File: config.mk
export PLATFORM = sky130hd
export DESIGN_NAME = touch_score_ctrl_flat
export DESIGN_NICKNAME = d
export VERILOG_FILES = /design/src/rtl/touch_score_if.sv /design/src/rtl/touch_score_ctrl.sv /design/src/flat_wrapper.sv
export SDC_FILE = /design/constraint.sdc
export NUM_CORES = 1
export LEC_CHECK = 0
export CAP_MARGIN = 10
export CORE_UTILIZATION = 30
export CTS_BUF_LIST = sky130_fd_sc_hd__clkbuf_4
export DETAILED_ROUTE_END_ITERATION = 8
export REMOVE_ABC_BUFFERS = 1
export SLEW_MARGIN = 20
export SYNTH_ARGS = -nofsm -noshare
export SYNTH_HDL_FRONTEND = slang
export SYNTH_SLANG_ARGS = --single-unit
File: constraint.sdc
create_clock -name clk -period 7.15 [get_ports clk]
set_input_delay 1.43 -clock clk [delete_from_list [all_inputs] [get_ports clk]]
set_output_delay 1.43 -clock clk [all_outputs]
set_load 0.05 [all_outputs]
File: src/rtl/touch_score_if.sv
// Signal bundle between the rally referee and the collision detectors / ball
// controller.
interface touch_score_if;
    logic        pl1_col;
    logic        pl2_col;
    logic        gnd_col;
    logic [11:0] ball_posx;
    logic        restart;
    logic        ovr_touch;
    logic        last_touch;
    logic [3:0]  pl1_score;
    logic [3:0]  pl2_score;
    logic        point_pls;
    logic        game_over;
    logic        winner;

    modport master (
        output pl1_col, pl2_col, gnd_col, ball_posx, restart,
        input  ovr_touch, last_touch, pl1_score, pl2_score, point_pls, game_over, winner
    );

    modport slave (
        input  pl1_col, pl2_col, gnd_col, ball_posx, restart,
        output ovr_touch, last_touch, pl1_score, pl2_score, point_pls, game_over, winner
    );
endinterface

File: src/rtl/touch_score_ctrl.sv
// Rally referee: counts touches per side, flags over-touch faults, awards points
// on faults and ground hits, keeps score and detects game over.
module touch_score_ctrl #(
    parameter int MAX_TOUCH    = 3,
    parameter int GHOST_CYCLES = 3_250_000,
    parameter int BLANK_CYCLES = 1_000_000,
    parameter int NET_X        = 512,
    parameter int BALL_HALF    = 32,
    parameter int WIN_SCORE    = 15,
    parameter int CNT_W        = 24
) (
    input  logic         clk,
    input  logic         rst,
    touch_score_if.slave ts
);

    localparam int               TC_W      = $clog2(MAX_TOUCH + 1);
    localparam logic [CNT_W-1:0] GHOST_MAX = CNT_W'(GHOST_CYCLES);
    localparam logic [CNT_W-1:0] BLANK_MAX = CNT_W'(BLANK_CYCLES);
    localparam logic [12:0]      NET_X13   = 13'(NET_X);
    localparam logic [12:0]      HALF13    = 13'(BALL_HALF);
    localparam logic [3:0]       WIN4      = 4'(WIN_SCORE);

    typedef enum logic [1:0] {S_SERVE, S_RALLY, S_POINT, S_OVER} state_t;

    state_t            state, state_nx;
    logic              pl1_col_q, pl2_col_q, gnd_col_q;
    logic [CNT_W-1:0]  ghost_cnt, blank_cnt;
    logic [TC_W-1:0]   touch_cnt;
    logic              toucher;
    logic [3:0]        pl1_score_q, pl2_score_q;
    logic              last_touch_q, winner_q, ovr_q, point_q;
    logic              game_over, in_play;

    logic              pl1_rise, pl2_rise, gnd_evt, ghost_done, blank_done;
    logic              touch_acc, touch_pl, same_poss, fault, award, award_to, win_hit;
    logic [12:0]       ball_centre;
    logic [3:0]        new_score;

    assign pl1_rise    = ts.pl1_col & ~pl1_col_q;
    assign pl2_rise    = ts.pl2_col & ~pl2_col_q;
    assign gnd_evt     = ts.gnd_col & ~gnd_col_q & (state == S_RALLY);
    assign ghost_done  = (ghost_cnt >= GHOST_MAX);
    assign blank_done  = (blank_cnt >= BLANK_MAX);
    assign ball_centre = {1'b0, ts.ball_posx} + HALF13;

    // Touch arbitration: a ground edge wins over touches, P1 wins over P2. The
    // ghost window only filters repeat edges within a rally; a serve always counts.
    always_comb begin
        // NOTE: every variable gets a default first so no path can infer a latch.
        touch_acc = 1'b0;
        touch_pl  = 1'b0;
        if (in_play && !gnd_evt) begin
            if (pl1_rise) begin
                touch_pl  = 1'b0;
                touch_acc = (state == S_SERVE) || toucher || ghost_done;
            end else if (pl2_rise) begin
                touch_pl  = 1'b1;
                touch_acc = (state == S_SERVE) || !toucher || ghost_done;
            end
        end
    end

    assign same_poss = (state == S_RALLY) && (touch_pl == toucher);
    assign fault     = touch_acc && same_poss && (touch_cnt == TC_W'(MAX_TOUCH));
    assign award     = fault || gnd_evt;
    assign award_to  = fault ? ~touch_pl : (ball_centre < NET_X13);
    assign new_score = award_to ? pl2_score_q + 4'd1 : pl1_score_q + 4'd1;
    assign win_hit   = (new_score == WIN4);

    // State register
    always_ff @(posedge clk or posedge rst) begin
        if (rst) state <= S_SERVE;
        else     state <= state_nx;
    end

    // Next-state logic
    always_comb begin
        state_nx = state;
        case (state)
            S_SERVE: if (touch_acc) state_nx = S_RALLY;
            S_RALLY: if (award) state_nx = win_hit ? S_OVER : S_POINT;
            S_POINT: if (blank_done && !ts.gnd_col) state_nx = S_SERVE;
            S_OVER:  if (ts.restart) state_nx = S_SERVE;
            default: state_nx = S_SERVE;
        endcase
    end

    // State-decoded outputs
    always_comb begin
        game_over = (state == S_OVER);
        in_play   = (state == S_SERVE) || (state == S_RALLY);
    end

    // Datapath: edge registers, counters, scores and pulses
    always_ff @(posedge clk or posedge rst) begin
        if (rst) begin
            pl1_col_q    <= 1'b0;
            pl2_col_q    <= 1'b0;
            gnd_col_q    <= 1'b0;
            ghost_cnt    <= '0;
            blank_cnt    <= '0;
            touch_cnt    <= '0;
            toucher      <= 1'b0;
            pl1_score_q  <= '0;
            pl2_score_q  <= '0;
            last_touch_q <= 1'b0;
            winner_q     <= 1'b0;
            ovr_q        <= 1'b0;
            point_q      <= 1'b0;
        end else begin
            // NOTE: non-blocking assignments so every register samples pre-edge values.
            pl1_col_q <= ts.pl1_col;
            pl2_col_q <= ts.pl2_col;
            gnd_col_q <= ts.gnd_col;
            ovr_q     <= 1'b0;
            point_q   <= 1'b0;

            if (touch_acc)        ghost_cnt <= '0;
            else if (!ghost_done) ghost_cnt <= ghost_cnt + 1'b1;

            if (touch_acc && !fault) begin
                if (!same_poss) begin
                    toucher   <= touch_pl;
                    touch_cnt <= TC_W'(1);
                end else begin
                    touch_cnt <= touch_cnt + 1'b1;
                end
            end

            if (award) begin
                if (award_to) begin
                    if (pl2_score_q != WIN4) pl2_score_q <= new_score;
                end else begin
                    if (pl1_score_q != WIN4) pl1_score_q <= new_score;
                end
                last_touch_q <= award_to;
                point_q      <= 1'b1;
                ovr_q        <= fault;
                touch_cnt    <= '0;
                blank_cnt    <= '0;
                if (win_hit) winner_q <= award_to;
            end

            if (state == S_POINT && !blank_done) blank_cnt <= blank_cnt + 1'b1;

            if (state == S_OVER && ts.restart) begin
                pl1_score_q  <= '0;
                pl2_score_q  <= '0;
                last_touch_q <= 1'b0;
                touch_cnt    <= '0;
            end
        end
    end

    assign ts.ovr_touch  = ovr_q;
    assign ts.point_pls  = point_q;
    assign ts.last_touch = last_touch_q;
    assign ts.pl1_score  = pl1_score_q;
    assign ts.pl2_score  = pl2_score_q;
    assign ts.winner     = winner_q;
    assign ts.game_over  = game_over;

endmodule

File: src/flat_wrapper.sv
// flat-port wrapper written by rule: the top's interface ports become plain ports
module touch_score_ctrl_flat 
#(
    parameter int MAX_TOUCH    = 3,
    parameter int GHOST_CYCLES = 3_250_000,
    parameter int BLANK_CYCLES = 1_000_000,
    parameter int NET_X        = 512,
    parameter int BALL_HALF    = 32,
    parameter int WIN_SCORE    = 15,
    parameter int CNT_W        = 24
)
  (clk, rst, ts_pl1_col, ts_pl2_col, ts_gnd_col, ts_ball_posx, ts_restart, ts_ovr_touch, ts_last_touch, ts_pl1_score, ts_pl2_score, ts_point_pls, ts_game_over, ts_winner);
  touch_score_if ts_i ();
  input  logic clk;
  input  logic rst;
  input wire logic [$bits(ts_i.pl1_col)-1:0] ts_pl1_col;
  input wire logic [$bits(ts_i.pl2_col)-1:0] ts_pl2_col;
  input wire logic [$bits(ts_i.gnd_col)-1:0] ts_gnd_col;
  input wire logic [$bits(ts_i.ball_posx)-1:0] ts_ball_posx;
  input wire logic [$bits(ts_i.restart)-1:0] ts_restart;
  output wire logic [$bits(ts_i.ovr_touch)-1:0] ts_ovr_touch;
  output wire logic [$bits(ts_i.last_touch)-1:0] ts_last_touch;
  output wire logic [$bits(ts_i.pl1_score)-1:0] ts_pl1_score;
  output wire logic [$bits(ts_i.pl2_score)-1:0] ts_pl2_score;
  output wire logic [$bits(ts_i.point_pls)-1:0] ts_point_pls;
  output wire logic [$bits(ts_i.game_over)-1:0] ts_game_over;
  output wire logic [$bits(ts_i.winner)-1:0] ts_winner;
  assign ts_i.pl1_col = ts_pl1_col;
  assign ts_i.pl2_col = ts_pl2_col;
  assign ts_i.gnd_col = ts_gnd_col;
  assign ts_i.ball_posx = ts_ball_posx;
  assign ts_i.restart = ts_restart;
  assign ts_ovr_touch = ts_i.ovr_touch;
  assign ts_last_touch = ts_i.last_touch;
  assign ts_pl1_score = ts_i.pl1_score;
  assign ts_pl2_score = ts_i.pl2_score;
  assign ts_point_pls = ts_i.point_pls;
  assign ts_game_over = ts_i.game_over;
  assign ts_winner = ts_i.winner;
  touch_score_ctrl #(.MAX_TOUCH(MAX_TOUCH), .GHOST_CYCLES(GHOST_CYCLES), .BLANK_CYCLES(BLANK_CYCLES), .NET_X(NET_X), .BALL_HALF(BALL_HALF), .WIN_SCORE(WIN_SCORE), .CNT_W(CNT_W)) u_core (.clk(clk), .rst(rst), .ts(ts_i));
endmodule
==> metrics.txt <==
Vias/cell 5.24; Die Ht 113 µm; fill cell count 1235; CTS tree yes; Detail Route Antenna Nets 0; tightest slew margin relative to the limit 0.427; later-pin clock latency in the skew report 0.43 ns; Post-synth EDFFs 0; grt met2 use 0.219; FF-to-FF path depth 15; Worst-Margin Slew 0.860 ns; Initial Utilization 0.309; Hold WS 0.476 ns; Synth Warn # 0; # rows 40; CTS Hold Buffers Added 0; setup TNS after final layout 0 ns; Synth Cell Area 3710 µm²; P_leak 1.75 nW; Synth area leaders dfrtp_1 (46%), nor2_1 (5.2%), xor2_1 (4.2%), nand2_1 (3.2%), nand4_1 (2.7%); Worst-path clk slew 0.11 ns; pin count of the biggest net entering global routing 69; reg-to-reg critical path startpoint u_core.ghost_cnt[16]; status finished clean; CTS buffer count 9; via count 2980; met1 usage 0.178; global-route usage over all layers 0.137; initial antenna violation count 0; cells after synthesis 395; largest area contributor in the netlist dfrtp_1; GR Util met3 0.0445; kind of critical path in -> reg; Int Power 0.000649 W; Netlist cell types 51; Die X 113 µm; DRT Wirelength 8.08 mm; Final nets 444; Synth top area share 0.459; r2r setup slk 2.88 ns; die area 12800 µm²; DPL Wire Length 5.40 mm; most common cell in the netlist dfrtp_1; gr busiest metal met2; Ant. Diodes 0; fin crit period 5.01 ns; Max IR drop VDD 95.8 µV; WL/cell 14.2 µm; Post-CTS Setup Bufs 0; fmax 200 MHz; Synth async-reset ratio 1.00; Worst Hold Class reg -> reg; # setup viols final 0; gpl congestion 0.817; final hold vios 0; Layout area overhead 13.3%; sw frac 0.397; Flop pwr share 0.497; Setup crit start ts_gnd_col; CP arrival 5.32 ns; IO Pins 31; CP Capture Point u_core.ts.winner; CTS resizes 0; Yosys reg bits 68; number of global-route vias before repair 2957; Combinational Power Share 0.317; Reg area 1700 µm²; Sw Pwr 0.000427 W; leading cell types by count after synthesis dfrtp_1 (68), nor2_1 (51), nand2_1 (32); CP Data Required Time 7.45 ns; htree depth 3; clk_skew 0.0135 ns; r2r endpoint u_core.ts.winner; area of the core 12000 µm²; Overflow after GRT 0; CTS max path bufs 2; sequential share of the synthesized area 0.459; Clk pwr share 0.186; layout cells sized above 1 0.0664; CP Capture Type register; Residual DRC 0; maximum net fanout on the critical path 12; Avg Synthesized Cell Area 9.40 µm²; starting DRC count in detailed routing 160; # Max-Cap Violations 0; first-pass GRT wire length 14.1 mm; Root Buffer clkbuf_4; Startpoint Class primary input; multi-input logic area 1890 µm²; Port Buffers 25; Sink Count 68; Final Cycle Share 0.701; pwr/cell area 256 nW/µm²; Post-synth top flop dfrtp_1; Pins Over Slew Limit 0; RSZ-0062 raised after global routing no; DRT Pass-1 Iters 4
==> logic make-up (layout without fill, tap and decap cells) <==
| family | count (synthesis) | in the layout | synth area share |
|---|---|---|---|
| and+or+nand+nor | 184 | 184 | 0.259 |
| DFF | 68 | 68 | 0.459 |
| AOI/OAI and AO/OA | 62 | 62 | 0.116 |
| buffers and inverters | 32 | 59 | 0.0374 |
| xor gates and xnor gates | 29 | 29 | 0.0684 |
| muxes | 13 | 13 | 0.0367 |
| adders and majority gates | 7 | 7 | 0.0236 |
==> power groups by stage <==
stage          combinational [W]  sequential [W]  clock (W)
2_1_floorplan           0.000224        0.000544          0
3_3_place_gp            0.000331        0.000538          0
3_5_place_dp            0.000342        0.000541          0
4_1_cts                 0.000344        0.000533   0.000213
5_1_grt                 0.000383        0.000546   0.000227
6_report                0.000341        0.000535   0.000201
==> stage by stage <==
stage / instances / total power, W / util / setup WS (ns) / instance area [µm²]
global placement: 555 / 0.000869 / 0.341 / 1.77 / 4100
finish: 569 / 0.00108 / 0.350 / 2.14 / 4200
CTS: 569 / 0.00109 / 0.350 / 2.15 / 4200
global route: 569 / 0.00116 / 0.350 / 1.86 / 4200
floorplan: 380 / 0.000768 / - / 2.68 / 3640
detailed placement: 555 / 0.000883 / 0.342 / 1.70 / 4110
==> sequential cells by signal, summed over array words and instances, names as in the netlist <==
register	cells
u_core.pl2_col_q	1
u_core.ts.winner	1
u_core.ts.ovr_touch	1
u_core.pl1_col_q	1
u_core.ts.pl2_score	4
u_core.ts.point_pls	1
u_core.ghost_cnt	24
u_core.ts.pl1_score	4
u_core.blank_cnt	24
u_core.gnd_col_q	1
u_core.ts.last_touch	1
u_core.state	2
u_core.touch_cnt	2
u_core.toucher	1
==> worst min path at each step <==
stage,from,endpoint,slack (ns),cells after the start
6_report,u_core.blank_cnt[18],u_core.blank_cnt[18],0.48,1
5_1_grt,u_core.blank_cnt[18],u_core.blank_cnt[18],0.51,1
4_1_cts,u_core.blank_cnt[18],u_core.blank_cnt[18],0.48,1
3_5_place_dp,u_core.blank_cnt[18],u_core.blank_cnt[18],0.47,1
3_3_place_gp,u_core.blank_cnt[18],u_core.blank_cnt[18],0.45,1
2_1_floorplan,u_core.blank_cnt[18],u_core.blank_cnt[18],0.44,1
==> worst max-delay path, stage by stage <==
cell and delay [ns]:
clkdlybuf4s50_1 0.54, nor2b_1 0.43, nor4_1 0.14, or2_2 0.31
a31oi_1 0.41, or2_4 0.30, mux2_2 0.36, inv_1 0.06
ha_1 0.22, nand2b_1 0.07, mux2_2 0.27, nor2_1 0.09
nand4_1 0.16, a22oi_1 0.23, o21ai_0 0.14, mux2i_1 0.16
==> per-layer routing <==
metal / vias up / share of wire
met1: 1468 / 0.49
met2: 53 / 0.46
met5: - / 0
met4: 0 / 0.0090
li1: 1452 / -
met3: 7 / 0.041
==> area by class of cell <==
cell class                      instances  area share
Clock buffer                           10      0.0179
Tap cell                              147      0.0438
Multi-Input combinational cell        295       0.449
Sequential cell                        68       0.405
Clock inverter                          4     0.00447
Inverter                               17      0.0152
Timing Repair Buffer                   28      0.0649
==> placed cells by master (no fill, tap or decap), types with 5 or more instances in the layout <==
cell / Yosys / layout
mux2i_1: 8 / 8
ha_1: 7 / 7
inv_1: 17 / 16
nand2_1: 32 / 32
and2_1: 11 / 11
o21ai_0: 15 / 15
mux2_2: 5 / 5
nand4_1: 16 / 16
clkdlybuf4s50_1: 0 / 25
nor3_1: 12 / 12
o31ai_1: 7 / 7
dfrtp_1: 68 / 68
xnor2_1: 11 / 11
nand3_1: 18 / 18
a21oi_1: 10 / 10
nor2b_1: 5 / 5
and4_1: 5 / 5
nor4_1: 6 / 6
and3_1: 10 / 10
nor2_1: 51 / 51
clkbuf_4: 0 / 10
xor2_1: 18 / 18
Note: power is estimated with default switching activity, not from simulation.
